### config.mk
export PLATFORM = sky130hd
export DESIGN_NAME = uart_rx_cfg
export DESIGN_NICKNAME = d
export VERILOG_FILES = /design/src/rtl/uart_pkg.sv /design/src/rtl/double_ff_sync.sv /design/src/rtl/uart_rx_sampler.sv /design/src/rtl/uart_rx_cfg.sv
export SDC_FILE = /design/constraint.sdc
export NUM_CORES = 1
export LEC_CHECK = 0
export BUFFER_PORTS_ARGS = -buffer_cell sky130_fd_sc_hd__buf_4
export CAP_MARGIN = 15
export CORE_MARGIN = 1.5
export CORE_UTILIZATION = 35
export CTS_CLUSTER_SIZE = 14
export DETAILED_ROUTE_END_ITERATION = 10
export GPL_TIMING_DRIVEN = 1
export REMOVE_ABC_BUFFERS = 1
export SKIP_LAST_GASP = 1
export SLEW_MARGIN = 10
export SYNTH_ARGS = -nofsm -noshare
export SYNTH_HDL_FRONTEND = slang
export SYNTH_HIERARCHICAL = 1
export SYNTH_SLANG_ARGS = --single-unit
### constraint.sdc
create_clock -name sysclk_in -period 4.05 [get_ports sysclk_in]
set_input_delay 1.215 -clock sysclk_in [delete_from_list [all_inputs] [get_ports sysclk_in]]
set_output_delay 1.215 -clock sysclk_in [all_outputs]
set_load 0.02 [all_outputs]
### src/rtl/uart_pkg.sv
// Shared types and constants for the configurable UART receiver.
// Holds the state encodings, parity codes and the frame width normaliser.
package uart_pkg;

    typedef enum logic [2:0] {
        IDLE   = 3'd0,
        START  = 3'd1,
        DATA   = 3'd2,
        PARITY = 3'd3,
        STOP   = 3'd4
    } rx_state_e;

    localparam logic [1:0] PAR_NONE = 2'b00;
    localparam logic [1:0] PAR_EVEN = 2'b01;
    localparam logic [1:0] PAR_ODD  = 2'b10;

    localparam int DATA_BITS_MIN = 5;

    // Out-of-range widths fall back to 8, then clip to the data port width.
    function automatic logic [3:0] norm_bits(
        input logic [3:0] raw,
        input logic [3:0] max_bits
    );
        logic [3:0] n;
        n = (raw < 4'(DATA_BITS_MIN) || raw > 4'd9) ? 4'd8 : raw;
        return (n > max_bits) ? max_bits : n;
    endfunction

endpackage

### src/rtl/double_ff_sync.sv
// Two-flop synchroniser for a single asynchronous bit.
// Ports: sysclk_in, nrst_in, d_in (async), q_out (synchronised); NRST_VAL = reset level.
module double_ff_sync #(
    parameter logic NRST_VAL = 1'b1
) (
    input  logic sysclk_in,
    input  logic nrst_in,
    input  logic d_in,
    output logic q_out
);

    logic meta;

    always_ff @(posedge sysclk_in or negedge nrst_in) begin
        if (!nrst_in) begin
            meta  <= NRST_VAL;
            q_out <= NRST_VAL;
        end else begin
            meta  <= d_in;
            q_out <= meta;
        end
    end

endmodule

### src/rtl/uart_rx_sampler.sv
// Bit-period tick counter with 3-sample majority vote around mid-bit.
// Ports: sysclk_in, nrst_in, divpulse_in, run_in, rx_in -> bit_val_out, bit_strobe_out, bit_end_out.
module uart_rx_sampler #(
    parameter int OVERSAMPLING = 16
) (
    input  logic sysclk_in,
    input  logic nrst_in,
    input  logic divpulse_in,
    input  logic run_in,
    input  logic rx_in,
    output logic bit_val_out,
    output logic bit_strobe_out,
    output logic bit_end_out
);

    localparam int TW = $clog2(OVERSAMPLING);
    localparam logic [TW-1:0] T_LAST = TW'(OVERSAMPLING - 1);
    localparam logic [TW-1:0] T_MID  = TW'(OVERSAMPLING / 2);
    localparam logic [TW-1:0] T_PRE  = TW'(OVERSAMPLING / 2 - 1);
    localparam logic [TW-1:0] T_POST = TW'(OVERSAMPLING / 2 + 1);

    logic [TW-1:0] tick_cnt;
    logic          s0;
    logic          s1;

    // Counter is held at zero while the receiver is idle, so entering
    // START always begins a fresh bit period.
    always_ff @(posedge sysclk_in or negedge nrst_in) begin
        if (!nrst_in) begin
            tick_cnt <= '0;
            s0       <= 1'b1;
            s1       <= 1'b1;
        end else if (!run_in) begin
            tick_cnt <= '0;
        end else if (divpulse_in) begin
            tick_cnt <= (tick_cnt == T_LAST) ? '0 : tick_cnt + 1'b1;
            if (tick_cnt == T_PRE) s0 <= rx_in;
            if (tick_cnt == T_MID) s1 <= rx_in;
        end
    end

    // Third sample is the live line at the decision tick.
    assign bit_val_out    = (s0 & s1) | (s0 & rx_in) | (s1 & rx_in);
    assign bit_strobe_out = run_in & divpulse_in & (tick_cnt == T_POST);
    assign bit_end_out    = run_in & divpulse_in & (tick_cnt == T_LAST);

endmodule

### src/rtl/uart_rx_cfg.sv
// Runtime-configurable UART receiver (5-9 data bits, N/E/O parity, 1/2 stop) with valid/ack hold.
// Ports: sysclk_in, nrst_in, divpulse_in, rx_serial_in, cfg_*, data_ack_in -> data_vld_out,
// rx_data_out, parity/frame/overrun errors, state_dbg_out; break_out with UART_RX_BREAK_DETECT_EN.
module uart_rx_cfg
    import uart_pkg::*;
#(
    parameter int OVERSAMPLING  = 16,
    parameter int DATA_BITS_MAX = 9
) (
    input  logic                     sysclk_in,
    input  logic                     nrst_in,
    input  logic                     divpulse_in,
    input  logic                     rx_serial_in,
    input  logic [3:0]               cfg_data_bits_in,
    input  logic [1:0]               cfg_parity_in,
    input  logic                     cfg_stop2_in,
    input  logic                     data_ack_in,
    output logic                     data_vld_out,
    output logic [DATA_BITS_MAX-1:0] rx_data_out,
    output logic                     parity_err_out,
    output logic                     frame_err_out,
    output logic                     overrun_err_out,
`ifdef UART_RX_BREAK_DETECT_EN
    output logic                     break_out,
`endif
    output logic [2:0]               state_dbg_out
);

    rx_state_e state;

    logic rx_s;
    logic bit_val;
    logic bit_stb;
    logic bit_end;

    logic [3:0] nb_q;
    logic [1:0] par_q;
    logic       stop2_q;

    logic [3:0]               bit_idx;
    logic                     stop_idx;
    logic [DATA_BITS_MAX-1:0] shreg;
    logic                     par_acc;
    logic                     perr;
    logic                     ferr;

    logic done;
    logic fin_ferr;
    logic par_en;
    logic par_exp;

`ifdef UART_RX_BREAK_DETECT_EN
    localparam int TW = $clog2(OVERSAMPLING);
    localparam logic [TW-1:0] T_LAST = TW'(OVERSAMPLING - 1);

    logic          allz;
    logic          brk_wait;
    logic [TW-1:0] hi_cnt;
    logic          fin_brk;
`endif

    double_ff_sync #(
        .NRST_VAL (1'b1)
    ) u_sync (
        .sysclk_in (sysclk_in),
        .nrst_in   (nrst_in),
        .d_in      (rx_serial_in),
        .q_out     (rx_s)
    );

    uart_rx_sampler #(
        .OVERSAMPLING (OVERSAMPLING)
    ) u_smp (
        .sysclk_in      (sysclk_in),
        .nrst_in        (nrst_in),
        .divpulse_in    (divpulse_in),
        .run_in         (state != IDLE),
        .rx_in          (rx_s),
        .bit_val_out    (bit_val),
        .bit_strobe_out (bit_stb),
        .bit_end_out    (bit_end)
    );

    assign par_en   = (par_q == PAR_EVEN) || (par_q == PAR_ODD);
    assign par_exp  = par_acc ^ (par_q == PAR_ODD);
    assign fin_ferr = ferr | ~bit_val;

`ifdef UART_RX_BREAK_DETECT_EN
    assign fin_brk = allz & ~bit_val;
    assign done    = (state == STOP) & bit_stb & ~brk_wait
                   & (stop_idx == stop2_q);
`else
    assign done    = (state == STOP) & bit_stb
                   & (stop_idx == stop2_q);
`endif

    assign state_dbg_out = state;

    always_ff @(posedge sysclk_in or negedge nrst_in) begin
        if (!nrst_in) begin
            state    <= IDLE;
            nb_q     <= 4'd8;
            par_q    <= PAR_NONE;
            stop2_q  <= 1'b0;
            bit_idx  <= '0;
            stop_idx <= 1'b0;
            shreg    <= '0;
            par_acc  <= 1'b0;
            perr     <= 1'b0;
            ferr     <= 1'b0;
`ifdef UART_RX_BREAK_DETECT_EN
            allz     <= 1'b0;
            brk_wait <= 1'b0;
            hi_cnt   <= '0;
`endif
        end else begin
            unique case (state)
                IDLE: begin
                    // Shadow copy: cfg changes mid-frame are ignored.
                    nb_q    <= norm_bits(cfg_data_bits_in,
                                         4'(DATA_BITS_MAX));
                    par_q   <= cfg_parity_in;
                    stop2_q <= cfg_stop2_in;
                    if (!rx_s) state <= START;
                end
                START: begin
                    if (bit_stb && bit_val) begin
                        state <= IDLE;
                    end else if (bit_end) begin
                        state    <= DATA;
                        bit_idx  <= '0;
                        stop_idx <= 1'b0;
                        shreg    <= '0;
                        par_acc  <= 1'b0;
                        perr     <= 1'b0;
                        ferr     <= 1'b0;
`ifdef UART_RX_BREAK_DETECT_EN
                        allz     <= 1'b1;
`endif
                    end
                end
                DATA: begin
                    if (bit_stb) begin
                        for (int i = 0; i < DATA_BITS_MAX; i++) begin
                            if (bit_idx == 4'(i)) shreg[i] <= bit_val;
                        end
                        par_acc <= par_acc ^ bit_val;
`ifdef UART_RX_BREAK_DETECT_EN
                        allz    <= allz & ~bit_val;
`endif
                    end
                    if (bit_end) begin
                        if (bit_idx == nb_q - 4'd1) begin
                            state <= par_en ? PARITY : STOP;
                        end else begin
                            bit_idx <= bit_idx + 4'd1;
                        end
                    end
                end
                PARITY: begin
                    if (bit_stb) begin
                        perr <= bit_val ^ par_exp;
`ifdef UART_RX_BREAK_DETECT_EN
                        allz <= allz & ~bit_val;
`endif
                    end
                    if (bit_end) state <= STOP;
                end
                STOP: begin
`ifdef UART_RX_BREAK_DETECT_EN
                    if (brk_wait) begin
                        // Hold off resync until a full bit period of idle line.
                        if (divpulse_in) begin
                            if (!rx_s) begin
                                hi_cnt <= '0;
                            end else if (hi_cnt == T_LAST) begin
                                hi_cnt   <= '0;
                                brk_wait <= 1'b0;
                                state    <= IDLE;
                            end else begin
                                hi_cnt <= hi_cnt + 1'b1;
                            end
                        end
                    end else if (done) begin
                        if (fin_brk) begin
                            brk_wait <= 1'b1;
                            hi_cnt   <= '0;
                        end else begin
                            state <= IDLE;
                        end
                    end else begin
                        if (bit_stb) begin
                            ferr <= fin_ferr;
                            allz <= allz & ~bit_val;
                        end
                        if (bit_end) stop_idx <= 1'b1;
                    end
`else
                    if (done) begin
                        state <= IDLE;
                    end else begin
                        if (bit_stb) ferr <= fin_ferr;
                        if (bit_end) stop_idx <= 1'b1;
                    end
`endif
                end
                default: state <= IDLE;
            endcase
        end
    end

    // Bus-side hold register; an ack in the completion cycle frees the
    // slot so the new frame loads instead of overrunning.
    always_ff @(posedge sysclk_in or negedge nrst_in) begin
        if (!nrst_in) begin
            data_vld_out    <= 1'b0;
            rx_data_out     <= '0;
            parity_err_out  <= 1'b0;
            frame_err_out   <= 1'b0;
            overrun_err_out <= 1'b0;
`ifdef UART_RX_BREAK_DETECT_EN
            break_out       <= 1'b0;
`endif
        end else if (done) begin
            if (!data_vld_out || data_ack_in) begin
                data_vld_out    <= 1'b1;
                rx_data_out     <= shreg;
                parity_err_out  <= perr;
                frame_err_out   <= fin_ferr;
                overrun_err_out <= 1'b0;
`ifdef UART_RX_BREAK_DETECT_EN
                break_out       <= fin_brk;
`endif
            end else begin
                overrun_err_out <= 1'b1;
            end
        end else if (data_ack_in && data_vld_out) begin
            data_vld_out    <= 1'b0;
            parity_err_out  <= 1'b0;
            frame_err_out   <= 1'b0;
            overrun_err_out <= 1'b0;
`ifdef UART_RX_BREAK_DETECT_EN
            break_out       <= 1'b0;
`endif
        end
    end

endmodule
# ---- After elaboration in Yosys (flattened, before gate mapping)
# Index checks and enable logic that the tools add are counted.
dict set report op_classes {
  n_addsub 3
  mul 0
  n_div 0
  magnitude_cmp 3
  eq_ne 45
  n_shift 0
  muxes 53
  bitwise 15
  reduce_logical 32
}
# operator n
set ops {}
lappend ops {{AND reduction 5 bit} 12}
lappend ops {{inequality test 2 bit, second input constant} 23}
lappend ops {{two-way mux 4 bit} 9}
lappend ops {{two-way mux 9 bit} 3}
lappend ops {{two-way mux 1 bit} 26}
lappend ops {{two-way mux 3 bit} 8}
lappend ops {{== test 4 x 3 -> 1 bit, second input constant} 5}
lappend ops {{case mux 9 bit (2 select lines)} 1}
lappend ops {{== test 4 bit, second input constant} 4}
lappend ops {{case mux 3 bit (5 select lines)} 1}
lappend ops {{adder 4 x 1 -> 4 bit, second input constant} 2}
lappend ops {{AND 1 bit} 8}
lappend ops {{== test 4 x 2 -> 1 bit, second input constant} 2}
lappend ops {{greater-than comparator 4 bit, second input constant} 2}
lappend ops {{case mux 1 bit (2 select lines)} 4}
lappend ops {{case mux 4 bit (2 select lines)} 1}
lappend ops {{AND reduction 4 bit} 2}
lappend ops {{nonzero test 2 bit} 4}
lappend ops {{== test 3 x 2 -> 1 bit, second input constant} 2}
lappend ops {{AND reduction 3 bit} 2}
lappend ops {{AND reduction 6 bit} 1}
lappend ops {{== test 4 x 1 -> 1 bit, second input constant} 1}
lappend ops {{== test 4 bit} 1}
lappend ops {{logical NOT 4 bit} 1}
lappend ops {{other kinds (18)} 26}
dict set report word_totals {
  ff_bits 48
  latchBits 0
  ram_bits 0
  rom_bits 0
  input_bits 12
  out_inout_bits 16
  word_cells 179
  memories 0
}

# ---- Depth between registers and ports, before layout
dict set report logic_depth {
  word_depth 8
  depth_mapped 11
  ltp_nobuf 9
}

# ---- Modules after synthesis
# The synthesis kept the hierarchy.
# module instances cells_per_inst area_each_um2 seq_area_each_um2
set modules_own_cells {}
lappend modules_own_cells {uart_rx_cfg 1 199 2090.8 1002.2}
lappend modules_own_cells {uart_rx_sampler 1 35 360.3 152.6}
lappend modules_own_cells {double_ff_sync 1 2 52.6 52.6}

# ---- Worst setup path after synthesis
# OpenSTA, ideal clock, no wires.
dict set report synth_timing {
  path_type {register to register}
  startpoint {register state[2] (netlist: state_dbg_out[2])}
  endpoint {register shreg[0]}
  setup_time_ns 0.125
  t_arrival_ns 2.792
  t_required_ns 3.925
  slack_ns 1.134
  stages_incl_launch_ff 12
  path_buffers 3
  synth_period_minus_slack_ns 2.916
  path_cell_list {dfrtp_1 -> buf_4 -> nor3_2 -> inv_1 -> and4b_1 -> and2_1 -> clkbuf_1 -> a21boi_0 -> and3_1 -> buf_2 -> a31oi_1 -> mux2_2}
}
dict set report synth_between {
  elab_chain_cells 6
  elab_cells_between_ends 14
  cone_classes {eq/ne: 6; mux: 1; bitwise: 3; reduce/logical: 4}
}
# item line
set synth_lines {}
lappend synth_lines {{start, declared} uart_rx_cfg.sv:29} ;# rx_state_e state;
lappend synth_lines {{start signal, assigned} uart_rx_cfg.sv:154} ;# state <= par_en ? PARITY : STOP;
lappend synth_lines {{nonzero test 3 bit (*)} uart_rx_cfg.sv:77} ;# .run_in (state != IDLE),
lappend synth_lines {{AND 1 bit (*) (2 in a row)} uart_rx_sampler.sv:44} ;# assign bit_strobe_out = run_in & divpulse_in & (tick_cnt == T_POST);
lappend synth_lines {{via bit_stb} uart_rx_cfg.sv:33} ;# logic bit_stb;
lappend synth_lines {{logical AND 1 bit} uart_rx_cfg.sv:127} ;# if (bit_stb && bit_val) begin
lappend synth_lines {{inequality test 2 bit (no line)} --}
lappend synth_lines {{AND reduction 5 bit (no line) (*)} --}
lappend synth_lines {{end signal, assigned by index} uart_rx_cfg.sv:145} ;# if (bit_idx == 4'(i)) shreg[i] <= bit_val;
lappend synth_lines {{end, declared} uart_rx_cfg.sv:42} ;# logic [DATA_BITS_MAX-1:0] shreg;
# Mark *: on every way through the listed nets, which the timed path passes. The rest lies on a longest branch.
# A chain may end at the register's enable or synchronous reset.

# ---- Worst setup path in the final report
# Ends and elaborated chain as after synthesis.

==> results.sh <==
export IMPL_status="finished, final reports clean"
export IMPL_clk_pin_slew_worst_paths_ns=0.09
export IMPL_hold_worst_slack_ns=0.360
export IMPL_io_buffers=27
export IMPL_rrSetupSlack_ns=0.77
export IMPL_synth_fa_ha_area_share_pct=4.90
export IMPL_p_total_uw=1080
export IMPL_holdCritStartpoint="u_sync/meta"
export IMPL_tns_ns=0
export IMPL_first_global_vias=1830
export IMPL_holdPathEnd="u_sync/q_out"
export IMPL_seq_area_frac_synth_pct=48.2
export IMPL_arrival_ns=3.48
export IMPL_synthFlopType="dfrtp_1"
export IMPL_num_vias=1811
export IMPL_place_area_um2=2800
export IMPL_maxSlewViolCount=0
export IMPL_slowest_delay_ns=0.55
export IMPL_fin_crit_ns=3.28
export IMPL_async_reset_ff_share_pct=100
export IMPL_io_pins=28
export IMPL_cp_start_kind="flop"
export IMPL_grt_usage_pct=13.8
export IMPL_cts_repair_resized=0
export IMPL_grt_max_degree=49
export IMPL_cts_buffer_depth=2
export IMPL_fmax_ghz=0.305
export IMPL_clock_skew_ns=0.00763
export IMPL_setup_viol=0
export IMPL_synth_seq_cells=48
export IMPL_route_detailed_drc=0
export IMPL_crit_chain="nor3_2, inv_1, and4b_1, and2_1, a21boi_0, and3_1, a31oi_1, mux2_2"
export IMPL_stdcell_area_um2=2890
export IMPL_h_tree_depth=2
export IMPL_synth_simple_area_share_pct=16.6
export IMPL_setup_worst_path_end_class="flop"
export IMPL_cts_buffers=5
export IMPL_hold_viol=0
export IMPL_worst_path_buf_inv=1
export IMPL_synth_cell_types=52
export IMPL_reg2reg_depth=8
export IMPL_nets=286
export IMPL_vdd_drop_max_v=0.000245
export IMPL_syn_inst=236
export IMPL_via_per_inst=5.00
export IMPL_antenna_found_initial=0
export IMPL_antenna_cells=0
export IMPL_cap_viol_max_count=0
export IMPL_num_rows=30
export IMPL_r2r_start="state_dbg_out[2]"
export IMPL_cts_tree="yes"
export IMPL_antenna_violating_nets_post_route=0
export IMPL_ctsHoldBuffers=0
export IMPL_postCtsSetupBuffers=0
export IMPL_die_area_um2=7670
export IMPL_grt_ovfl_total=0
export IMPL_rsz0062_at_grt="false"
export IMPL_crit_start="state_dbg_out[2]"
export IMPL_cp_required_ns=4.25
export IMPL_ys_warn_count=6
export IMPL_grt_pass1_wl_um=8360
export IMPL_yosys_area_top_type_share_pct=43.0
export IMPL_numClockSinks=48
export IMPL_syn_area_um2=2500
export IMPL_die_w_um=87.6
export IMPL_yosys_area_top_type="dfrtp_1"
export IMPL_holdPathStages=0
export IMPL_r2r_end="shreg[0]"
export IMPL_cts_root_buf="clkbuf_8"
export IMPL_p_leak_uw=0.00131
export IMPL_p_per_area_nw_per_um2=374
export IMPL_die_h_um=87.6
export IMPL_synth_edff_count=0
export IMPL_avgSynthCellArea_um2=10.6
export IMPL_wire_per_inst_um=13.0
export IMPL_muxShareOfSynthArea_pct=9.20
export IMPL_start_util_pct=36.4
export IMPL_synth_top_family_by_area="simple AND/OR/NAND/NOR gates"
export IMPL_slew_headroom_pct=47.3
export IMPL_insertion_delay_ns=0.30
export IMPL_drive_gt1_share_pct=24.8
export IMPL_dp_hpwl_um=3440
export IMPL_critPathMaxFanout=12
export IMPL_synthXorXnorAreaFrac_pct=4.45
export IMPL_area_growth_pct=15.6
export IMPL_crit_family="simple AND/OR/NAND/NOR gates"
export IMPL_wl_um=4720
export IMPL_drtIter0Drc=57
export IMPL_finalCritPeriodShare_pct=81.0
export IMPL_critPathKind="flop to flop"
export IMPL_worst_slew_pin_slew_ns=0.789
export IMPL_yosys_top_cells_count="43 x dfrtp_1, 22 x nand2_1, 15 x mux2_2, 15 x o21ai_0, 13 x inv_1"
export IMPL_gp_congestion=0.816
export IMPL_dr_pass1_iters=4
export IMPL_slowest_stage="dfrtp_1"
export IMPL_fp_coreArea_um2=6870
export IMPL_hold_class="flop to flop"
export IMPL_ys_top_cells_by_area="dfrtp_1 43%, mux2_2 6.7%, dfstp_2 5.2%"
export IMPL_synth_compound_area_share_pct=13.5
export IMPL_yosysMostFrequentCell="dfrtp_1"
[metal layers]
layer  GRT usage [%]  routed length [um]  vias up
met2            22.7                2160       33
li1                -                   -      893
met5               0                   0        -
met4            4.33                  53        0
met1            18.4                2350      878
met3            2.73                 157        7
[state kept, by name, indices dropped and copies added, names as in the netlist]
register,count
rx_data_out,9
frame_err_out,1
par_q,2
par_acc,1
u_smp/s1,1
u_smp/s0,1
overrun_err_out,1
perr,1
stop_idx,1
state_dbg_out,3
u_smp/tick_cnt,4
u_sync/meta,1
stop2_q,1
data_vld_out,1
bit_idx,4
nb_q,4
shreg,9
parity_err_out,1
u_sync/q_out,1
ferr,1
[through the flow]
stage                     utilization (%)  cells  worst slack (ns)
after floorplan                         -    231              1.27
after global placement               40.7    354             0.954
after detailed placement             40.7    354             0.812
after CTS                            42.1    362             0.769
after global routing                 42.1    362             0.469
final                                42.1    362             0.770
[cells in the final DEF, fill, tap and decap left out, types with 7 or more instances in the layout]
| master | n |
|---|---|
| mux2_2 | 15 |
| a21oi_1 | 11 |
| o21ai_0 | 15 |
| inv_1 | 13 |
| xnor2_1 | 8 |
| nor2_1 | 11 |
| ha_1 | 9 |
| nand3_1 | 9 |
| nor2b_1 | 7 |
| nand2_1 | 22 |
| buf_4 | 27 |
| dfrtp_1 | 43 |
[cell families after synthesis]
family                   after synthesis
flip-flops                            48
AND/OR/NAND/NOR                       77
buffers and inverters                 18
multiplexers                          21
adder cells (fa/ha/maj)               10
AO/OA/AOI/OAI                         51
XOR/XNOR                              11
[where the power goes]
part / internal [uW] / switching [uW] / total [uW]
Combinational: 97.6 / 130 / 227
Clock: 140 / 164 / 303
Sequential: 515 / 35.7 / 550
Total: 752 / 329 / 1080
[layout make-up]
cell class | count | area (um2)
Tap cell | 96 | 120
Clock buffer | 6 | 82.6
Sequential cell | 48 | 1210
Timing Repair Buffer | 27 | 203
Inverter | 13 | 48.8
Clock inverter | 2 | 13.8
Multi-Input combinational cell | 170 | 1220
Fill cell | 677 | 3980
[worst max path at each step]
stage / to / slack (ns) / cells past startpoint
2_1_floorplan: shreg[0] / 1.27 / 8
3_3_place_gp: shreg[7] / 0.95 / 8
3_5_place_dp: shreg[7] / 0.81 / 8
4_1_cts: shreg[7] / 0.77 / 8
5_1_grt: shreg[0] / 0.47 / 8
6_report: shreg[0] / 0.77 / 8
(Power assumes the default switching activity.)
